### config.mk
export PLATFORM = sky130hd
export DESIGN_NAME = pt8211_rx
export DESIGN_NICKNAME = d
export VERILOG_FILES = /design/src/rtl/pt8211_rx.sv
export SDC_FILE = /design/constraint.sdc
export NUM_CORES = 1
export LEC_CHECK = 0
export CAP_MARGIN = 20
export CORE_MARGIN = 1
export CORE_UTILIZATION = 40
export DETAILED_ROUTE_END_ITERATION = 10
export PLACE_DENSITY = 0.66
export RECOVER_POWER = 25
export SYNTH_ARGS = -nofsm -noshare
export SYNTH_HDL_FRONTEND = slang
export SYNTH_SLANG_ARGS = --single-unit
### constraint.sdc
create_clock -name clk -period 1.8 [get_ports clk]
set_input_delay 0.45 -clock clk [delete_from_list [all_inputs] [get_ports clk]]
set_output_delay 0.45 -clock clk [all_outputs]
set_load 0.02 [all_outputs]
### src/rtl/pt8211_rx.sv
// PT8211-format stereo serial receiver: oversamples BCK/WS/DIN in the clk domain,
// deserializes left/right words and hands out complete pairs on a valid/ready port.
module pt8211_rx #(
  parameter int DATA_W      = 16,
  parameter int SLOT_W      = 16,
  parameter int SYNC_STAGES = 2
) (
  input  logic              clk,
  input  logic              rst,
  input  logic              HP_BCK,
  input  logic              HP_WS,
  input  logic              HP_DIN,
  output logic [DATA_W-1:0] left_data,
  output logic [DATA_W-1:0] right_data,
  output logic              out_valid,
  input  logic              out_ready,
  output logic              locked,
  output logic              frame_err,
  output logic              overrun
);

  localparam int              CNT_W    = $clog2(2 * SLOT_W);
  localparam logic [CNT_W-1:0] CNT_MAX  = CNT_W'(2 * SLOT_W - 1);
  localparam logic [CNT_W-1:0] CNT_SLOT = CNT_W'(SLOT_W);

  typedef enum logic {ALIGN, TRACK} align_t;
  align_t align_state;

  logic [SYNC_STAGES-1:0] bck_sync, ws_sync, din_sync;
  logic                   bck_d, en_q, bit_q, ws_q, ws_prev, left_ok;
  logic [DATA_W-1:0]      sr, left_hold;
  logic [CNT_W-1:0]       bit_cnt;
  logic                   fall, boundary, word_good, checked, closes_left, closes_right, pair_form;

  always_comb begin
    fall         = bck_d & ~bck_sync[SYNC_STAGES-1];
    boundary     = en_q & (ws_q != ws_prev);
    word_good    = (bit_cnt == CNT_SLOT);
    checked      = boundary & (align_state == TRACK);
    closes_left  = checked & word_good & ~ws_prev;
    closes_right = checked & word_good & ws_prev;
    pair_form    = closes_right & left_ok;
  end

  // The sample enable is registered once more so the pair lands SYNC_STAGES+2 clocks after the pin edge.
  always_ff @(posedge clk) begin
    if (rst) begin
      bck_sync    <= '0;
      ws_sync     <= '0;
      din_sync    <= '0;
      bck_d       <= 1'b0;
      en_q        <= 1'b0;
      bit_q       <= 1'b0;
      ws_q        <= 1'b0;
      ws_prev     <= 1'b0;
      left_ok     <= 1'b0;
      sr          <= '0;
      left_hold   <= '0;
      bit_cnt     <= '0;
      align_state <= ALIGN;
      left_data   <= '0;
      right_data  <= '0;
      out_valid   <= 1'b0;
      locked      <= 1'b0;
      frame_err   <= 1'b0;
      overrun     <= 1'b0;
    end else begin
      bck_sync  <= {bck_sync[SYNC_STAGES-2:0], HP_BCK};
      ws_sync   <= {ws_sync[SYNC_STAGES-2:0], HP_WS};
      din_sync  <= {din_sync[SYNC_STAGES-2:0], HP_DIN};
      bck_d     <= bck_sync[SYNC_STAGES-1];
      en_q      <= fall;
      bit_q     <= din_sync[SYNC_STAGES-1];
      ws_q      <= ws_sync[SYNC_STAGES-1];
      frame_err <= 1'b0;
      overrun   <= 1'b0;

      if (en_q) begin
        if (boundary) begin
          sr      <= DATA_W'(bit_q);
          bit_cnt <= CNT_W'(1);
          ws_prev <= ws_q;
          if (align_state == ALIGN) begin
            align_state <= TRACK;
          end else if (word_good) begin
            locked <= 1'b1;
            if (closes_left) begin
              left_hold <= sr;
              left_ok   <= 1'b1;
            end else begin
              left_ok   <= 1'b0;
            end
          end else begin
            frame_err <= 1'b1;
            locked    <= 1'b0;
            left_ok   <= 1'b0;
          end
        end else begin
          sr <= {sr[DATA_W-2:0], bit_q};
          if (bit_cnt != CNT_MAX) bit_cnt <= bit_cnt + 1'b1;
        end
      end

      if (pair_form) begin
        if (!out_valid || out_ready) begin
          left_data  <= left_hold;
          right_data <= sr;
          out_valid  <= 1'b1;
        end else begin
          overrun <= 1'b1;
        end
      end else if (out_valid && out_ready) begin
        out_valid <= 1'b0;
      end
    end
  end

endmodule
==> summary.md, run 1 <==
| Metric | Value |
|---|---|
| Run status | complete, no violations |
| Tcrit/Tclk final | 97.0% |
| DP Area | 3820 um^2 |
| Finished Layout Cells | 483 |
| Final global-route overflow total | 0 |
| Sequential Area | 1720 um^2 |
| Slew @ Worst Pin | 1.23 ns |
| R2R setup slack | 0.13 ns |
| Starting DRT DRC Count | 156 |
| Post-synthesis sequential area ratio | 52.1% |
| Vias in the first global route | 2293 |
| Nets | 386 |
| Worst path cell trace | clkdlybuf4s50_1 |
| N_diodes | 0 |
| Routed Antenna Nets | 0 |
| Footprint of the multi-input gates | 1460 um^2 |
| Per-cell routed wire length | 13.4 um |
| Worst hold start | bck_sync[1] |
| Die area | 8620 um^2 |
| Most common cell in the netlist | dfxtp_1 |
| Setup Viol. Count Final | 0 |
| Reg2Reg Launch Point | bit_cnt[0] |
| Final core utilization | 50.6% |
| Synth-to-layout area growth | 20.2% |
| Syn Area/Cell | 9.86 um^2 |
| VDD IR max | 0.419 mV |
| Setup_tns | 0 ns |
| Fmax | 573 MHz |
| Gate Count Post-Synth | 335 |
| Top cell type's share of synthesized area | 52.1% |
| Clk sinks | 86 |
| Hold Path End | en_q |
| PD cells | 834 nW/um^2 |
| Synth Flop Type | dfxtp_1 |
| H-Tree Depth | 3 |
| Initial antenna violation count | 0 |
| Input/output buffers | 41 |
| DRC viols | 0 |
| CP max stage delay | 0.60 ns |
| Worst endpoint required time | 1.35 ns |
| Post-layout minimum cycle time | 1.75 ns |
| Max-slew violation count | 0 |
| Crit path max fanout | 2 |
| CP max stage cell | clkdlybuf4s50_1 |
| Cell count after placement | 467 |
| Die width | 92.9 um |
| Worst hold path type | reg -> reg |
| First-pass GRT wire length | 11.1 mm |
| Type of element capturing the critical path | output port |
| Routed WL | 6.46 mm |
| Max Clock Skew | 0.00977 ns |
| Instance count on the critical path | 1 |
| Hold path cells | 1 |
| Num CTS Buffers | 9 |
| Post-DP HPWL | 4.04 mm |
| Max-Cap Viols | 0 |
| Asr flop ratio synth | 0% |
| Relative slew slack | 17.7% |
| Unrepaired setup endpoints after global routing | yes |
| GRT Util Overall | 16.3% |
| Largest net degree at the start of global routing | 36 |
| Critical path class | reg -> out |
| Post-CTS Hold Fix Bufs | 0 |
| CTS tree | done |
| CP arrival | 1.30 ns |
| RD Place Congestion | 0.799 |
| Kind of start point of the critical path | flop |
| Yosys reg bits | 86 |
| Post-synthesis cell area | 3300 um^2 |
| # IOs | 42 |
| Leakage | 1.35 nW |
| Post-CTS Setup Inserts | 0 |
| CTS clk-pin slew, worst paths | 0.08 ns |
| Share of cells above drive strength 1 | 8.66% |
| Worst R2R End | bit_cnt[2] |
| Vias per cell | 5.00 |
| Count of cell types in the netlist | 34 |
| Core ar. | 7850 um^2 |
| Post-synthesis net count | 344 |
| Fin. Hold Viols | 0 |
| Clock Path Buffers | 2 |
| Initial DRT Pass Iterations | 4 |
| Reg2reg path depth | 5 |
| CP bufs+invs | 1 |
| Die Y | 92.9 um |
| Clock latency on the worst-skew pair | 0.35 ns |
| Post-synth top cells | dfxtp_1, nor2b_1, nand2b_1, o21ai_0, o21ai_1 |
| Post-synth top area cell | dfxtp_1 |
| Pwr Total | 3.31 mW |
| Final Cell Area | 3970 um^2 |
| Initial Utilization | 42.1% |
| Vias | 2417 |
| Ys Warns | 0 |
| Fill cells | 785 |
| EDFF count, synth | 0 |
| Row Count | 32 |
| Worst path top cell family by delay | buffers and inverters |
| Area contributors post-synth | dfxtp_1, nor2b_1, nand2b_1 |
| Clock Root Buffer | clkbuf_8 |
worst max-delay path by stage:
stage             startpoint        endpoint
2_1_floorplan     bit_cnt[0]      bit_cnt[2]
3_3_place_gp       out_ready  right_data[15]
3_5_place_dp       out_ready   right_data[8]
4_1_cts        left_data[13]   left_data[13]
5_1_grt           bit_cnt[0]    left_data[6]
6_report        left_data[7]    left_data[7]
report_power, final:
| part | internal [mW] | leakage, nW | switching (mW) |
|---|---|---|---|
| Combinational | 0.0315 | 0.560 | 0.0414 |
| Sequential | 1.91 | 0.694 | 0.00417 |
| Clock | 0.668 | 0.0952 | 0.657 |
per-layer routing:
layer	global-route usage [%]	vias up	share of wire (%)
met2	22.9	46	43
met3	2.63	15	3.2
li1	-	1229	-
met5	0	-	0
met4	10.5	0	3.2
met1	22.8	1127	51
logic make-up (layout without fill, tap and decap cells):
group / after synthesis / count (layout) / share of synthesized area, %
flops: 86 / 86 / 52.1
xor+xnor: 2 / 2 / 0.758
mux: 18 / 18 / 5.46
simple gates: 108 / 109 / 20.6
fa+ha+maj: 3 / 3 / 1.14
buf+inv: 27 / 72 / 4.13
compound gates: 91 / 91 / 15.8
cell type report:
| type | instances | area share (%) |
|---|---|---|
| Multi-Input combinational cell | 223 | 36.7 |
| Tap cell | 102 | 3.21 |
| Clock inverter | 4 | 1.20 |
| Inverter | 3 | 0.284 |
| Timing Repair Buffer | 54 | 11.7 |
| Sequential cell | 86 | 43.4 |
| Clock buffer | 11 | 3.56 |
registers in the layout (all words and copies together), names as in the netlist, 2 cells and up:
name,count
bck_sync,2
bit_cnt,5
din_sync,2
left_data,16
left_hold,16
right_data,16
sr,16
ws_sync,2
through the flow:
stage | setup WS, ns | hold slack, ns
2_1_floorplan | 0.236 | 0.388
3_3_place_gp | 0.0430 | 0.402
3_5_place_dp | 0.0230 | 0.414
4_1_cts | 0.00300 | 0.417
5_1_grt | -0.0360 | 0.425
6_report | 0.0539 | 0.420
timing repair:
action | CTS | global route
cloned | 0 | 1
gates resized for setup | 1 | 9
endpoints found under the setup margin | 1 | 33
pin swaps | 0 | 1
cells in the final DEF, fill, tap and decap left out, types with 2 or more instances in the layout:
cell / instances
nor2_1: 8
clkbuf_8: 10
nand3_1: 4
clkdlybuf4s50_1: 33
clkbuf_1: 10
clkinv_2: 2
nor3_1: 2
nand2_1: 4
o21ai_1: 30
mux2i_1: 18
o21ai_0: 36
o32ai_1: 2
a22o_1: 14
dfxtp_1: 86
or2_4: 2
ha_1: 2
buf_4: 9
nand2b_1: 37
inv_1: 3
a21oi_1: 7
nor2b_1: 42
No activity file was read; power rests on OpenSTA's default activity.
==> inputs of run 2 (changes only) <==
CORE_UTILIZATION = 54   (was 40)
PLACE_DENSITY = 0.83   (was 0.66)
==> summary.md, run 2 (synthesized netlist as in run 1, its figures left out) <==
| Metric | Value |
|---|---|
| Run status | finished with violations |
| Failing checks | design-rule violations |
| Input/output buffers | 41 (unchanged) |
| Clock Root Buffer | clkbuf_8 |
| Fin. Hold Viols | 0 (unchanged) |
| Max-Cap Viols | 0 (unchanged) |
| Clock Path Buffers | 2 (unchanged) |
| Pre-CTS setup slack | 0.00261 ns (-0.0204 ns) |
| CTS tree | done |
| Clk sinks | 86 (unchanged) |
| CTS clk-pin slew, worst paths | 0.08 ns (about the same) |
| Num CTS Buffers | 9 (unchanged) |
| Synth-to-layout area growth | 19.4% |
| Starting DRT DRC Count | 151 (-3.2%) |
| Worst endpoint required time | 1.35 ns (about the same) |
| VDD IR max | 0.851 mV (+100%) |
| Leakage | 1.34 nW (-0.47%) |
| CP max stage delay | 0.61 ns (about the same) |
| CP max stage cell | clkdlybuf4s50_1 |
| PD cells | 878 nW/um^2 (+5.3%) |
| Routed wl met2 | 2.87 mm (+4.5%) |
| Vias per cell | 5.32 (+6.4%) |
| Max-slew violation count | 0 (unchanged) |
| Core ar. | 5920 um^2 (-25%) |
| Kind of start point of the critical path | flop |
| Die width | 80.2 um (-14%) |
| Highest Signal Layer | met4 |
| Vias | 2412 (-0.21%) |
| Clock power share | 42.6% (+2.6 points) |
| GRT Util Overall | 21.4% (+5.1 points) |
| PnR worst setup slack | 0.0455 ns (-0.00839 ns) |
| Post-DP HPWL | 3.86 mm (-4.5%) |
| Per-cell routed wire length | 13.5 um (+1.4%) |
| RD Place Congestion | 0.726 (-9.2%) |
| Initial Utilization | 55.8% (+14 points) |
| Sw Ratio | 20.3% (-0.88 points) |
| Met3 wire len | 177 um (-13%) |
| Fmax | 570 MHz (-0.48%) |
| Nets | 382 (-1.0%) |
| Comb pwr share | 2.1% (about the same) |
| Initial DRT Pass Iterations | 7 (+3) |
| R2R setup slack | 0.10 ns (-0.03 ns) |
| Worst hold path type | reg -> reg |
| CP bufs+invs | 1 (unchanged) |
| Commonest non-fill, non-tap cell in the layout | dfxtp_1 |
| Worst hold slack | 0.413 ns (-0.00763 ns) |
| Post-layout minimum cycle time | 1.75 ns (+0.00839 ns) |
| Die area | 6430 um^2 (-25%) |
| Worst path top cell family by delay | buffers and inverters |
| Routed Antenna Nets | 0 (unchanged) |
| CP arrival | 1.30 ns (about the same) |
| Initial antenna violation count | 0 (unchanged) |
| Critical path class | reg -> out |
| H-Tree Depth | 3 (unchanged) |
| Largest net degree at the start of global routing | 78 (+120%) |
| Crit path max fanout | 2 (unchanged) |
| Relative slew slack | 40.0% (+22 points) |
| # IOs | 42 (unchanged) |
| Tcrit/Tclk final | 97.5% (+0.47 points) |
| Net switching power | 704 uW (+0.17%) |
| Die Y | 80.2 um (-14%) |
| Row Count | 28 (-13%) |
| Routed WL | 6.14 mm (-4.9%) |
| DRC viols | 2 (+2) |
| Pint | 2.76 mW (+5.7%) |
| Setup Viol. Count Final | 0 (unchanged) |
| N_diodes | 0 (unchanged) |
| Clock latency on the worst-skew pair | 0.35 ns (about the same) |
| Unrepaired setup endpoints after global routing | yes |
| Seq pwr share | 55.3% (-2.5 points) |
| Slew @ Worst Pin | 0.897 ns (-0.338 ns) |
| Final global-route overflow total | 0 (unchanged) |
| First-pass GRT wire length | 10.4 mm (-6.2%) |
| Post-CTS Hold Fix Bufs | 0 (unchanged) |
| Most frequent cells in the layout | dfxtp_1, nor2b_1, nand2b_1 |
| Wl on met1 | 3.02 mm (-8.4%) |
| Vias in the first global route | 2224 (-3.0%) |
| Worst path cell trace | clkdlybuf4s50_1 |
| Type of element capturing the critical path | output port |
| Max Clock Skew | 0.00982 ns (+0.0000511 ns) |
| Share of cells above drive strength 1 | 8.20% (-0.46 points) |
==> run 2: cell types whose count changed in the layout (fill, tap and decap cells not counted), sizes merged <==
cell	delta
bufinv	+1
or2	-1
dlygate4sd2	-1
clkdlybuf4s50	-1
clkinvlp	+1
clkbuf	+1
buf	-3
==> run 2: power groups by stage <==
stage	logic [mW]	registers [mW]	clock network (mW)
6_report	0.0735	1.91	1.47
5_1_grt	0.0804	1.92	1.58
4_1_cts	0.0751	1.91	1.50
3_5_place_dp	0.0747	1.96	0
3_3_place_gp	0.0731	1.96	0
2_1_floorplan	0.0515	1.96	0
==> run 2: layout make-up <==
class / instances / area [um^2]
Fill cell: 456 / 1980
Clock inverter: 6 / 85.1
Clock buffer: 10 / 138
Sequential cell: 86 / 1720
Tap cell: 75 / 93.8
Inverter: 3 / 11.3
Timing Repair Buffer: 51 / 447
Multi-Input combinational cell: 222 / 1440
==> run 2: repair_timing <==
item,CTS,global route
setup endpoints to repair,0,29
resized for setup,0,13
buffers inserted,0,0
==> run 2: through the flow <==
step	power (mW)	cell area (um^2)	util, %	TNS (ns)	std cells
after floorplan	2.01	3300	-	0	335
after global placement	2.03	3780	63.8	0	437
after detailed placement	2.03	3780	63.8	0	437
after CTS	3.49	4000	67.5	0	453
after global routing	3.58	3940	66.6	-0.131	453
final	3.46	3940	66.6	0	453
==> run 2: layer usage <==
layer	up-vias	global-route usage, %
met5	-	0
met4	0	9.29
met1	1132	27.7
li1	1225	-
met2	48	33.2
met3	7	6.02
==> run 2: final timing paths <==
path              depth (start not counted)              to      startpoint
hold / removal                            1            en_q     bck_sync[1]
setup / recovery                          1  right_data[15]  right_data[15]
hold reg to reg                           1            en_q     bck_sync[1]
setup reg to reg                          6   left_data[11]      bit_cnt[1]
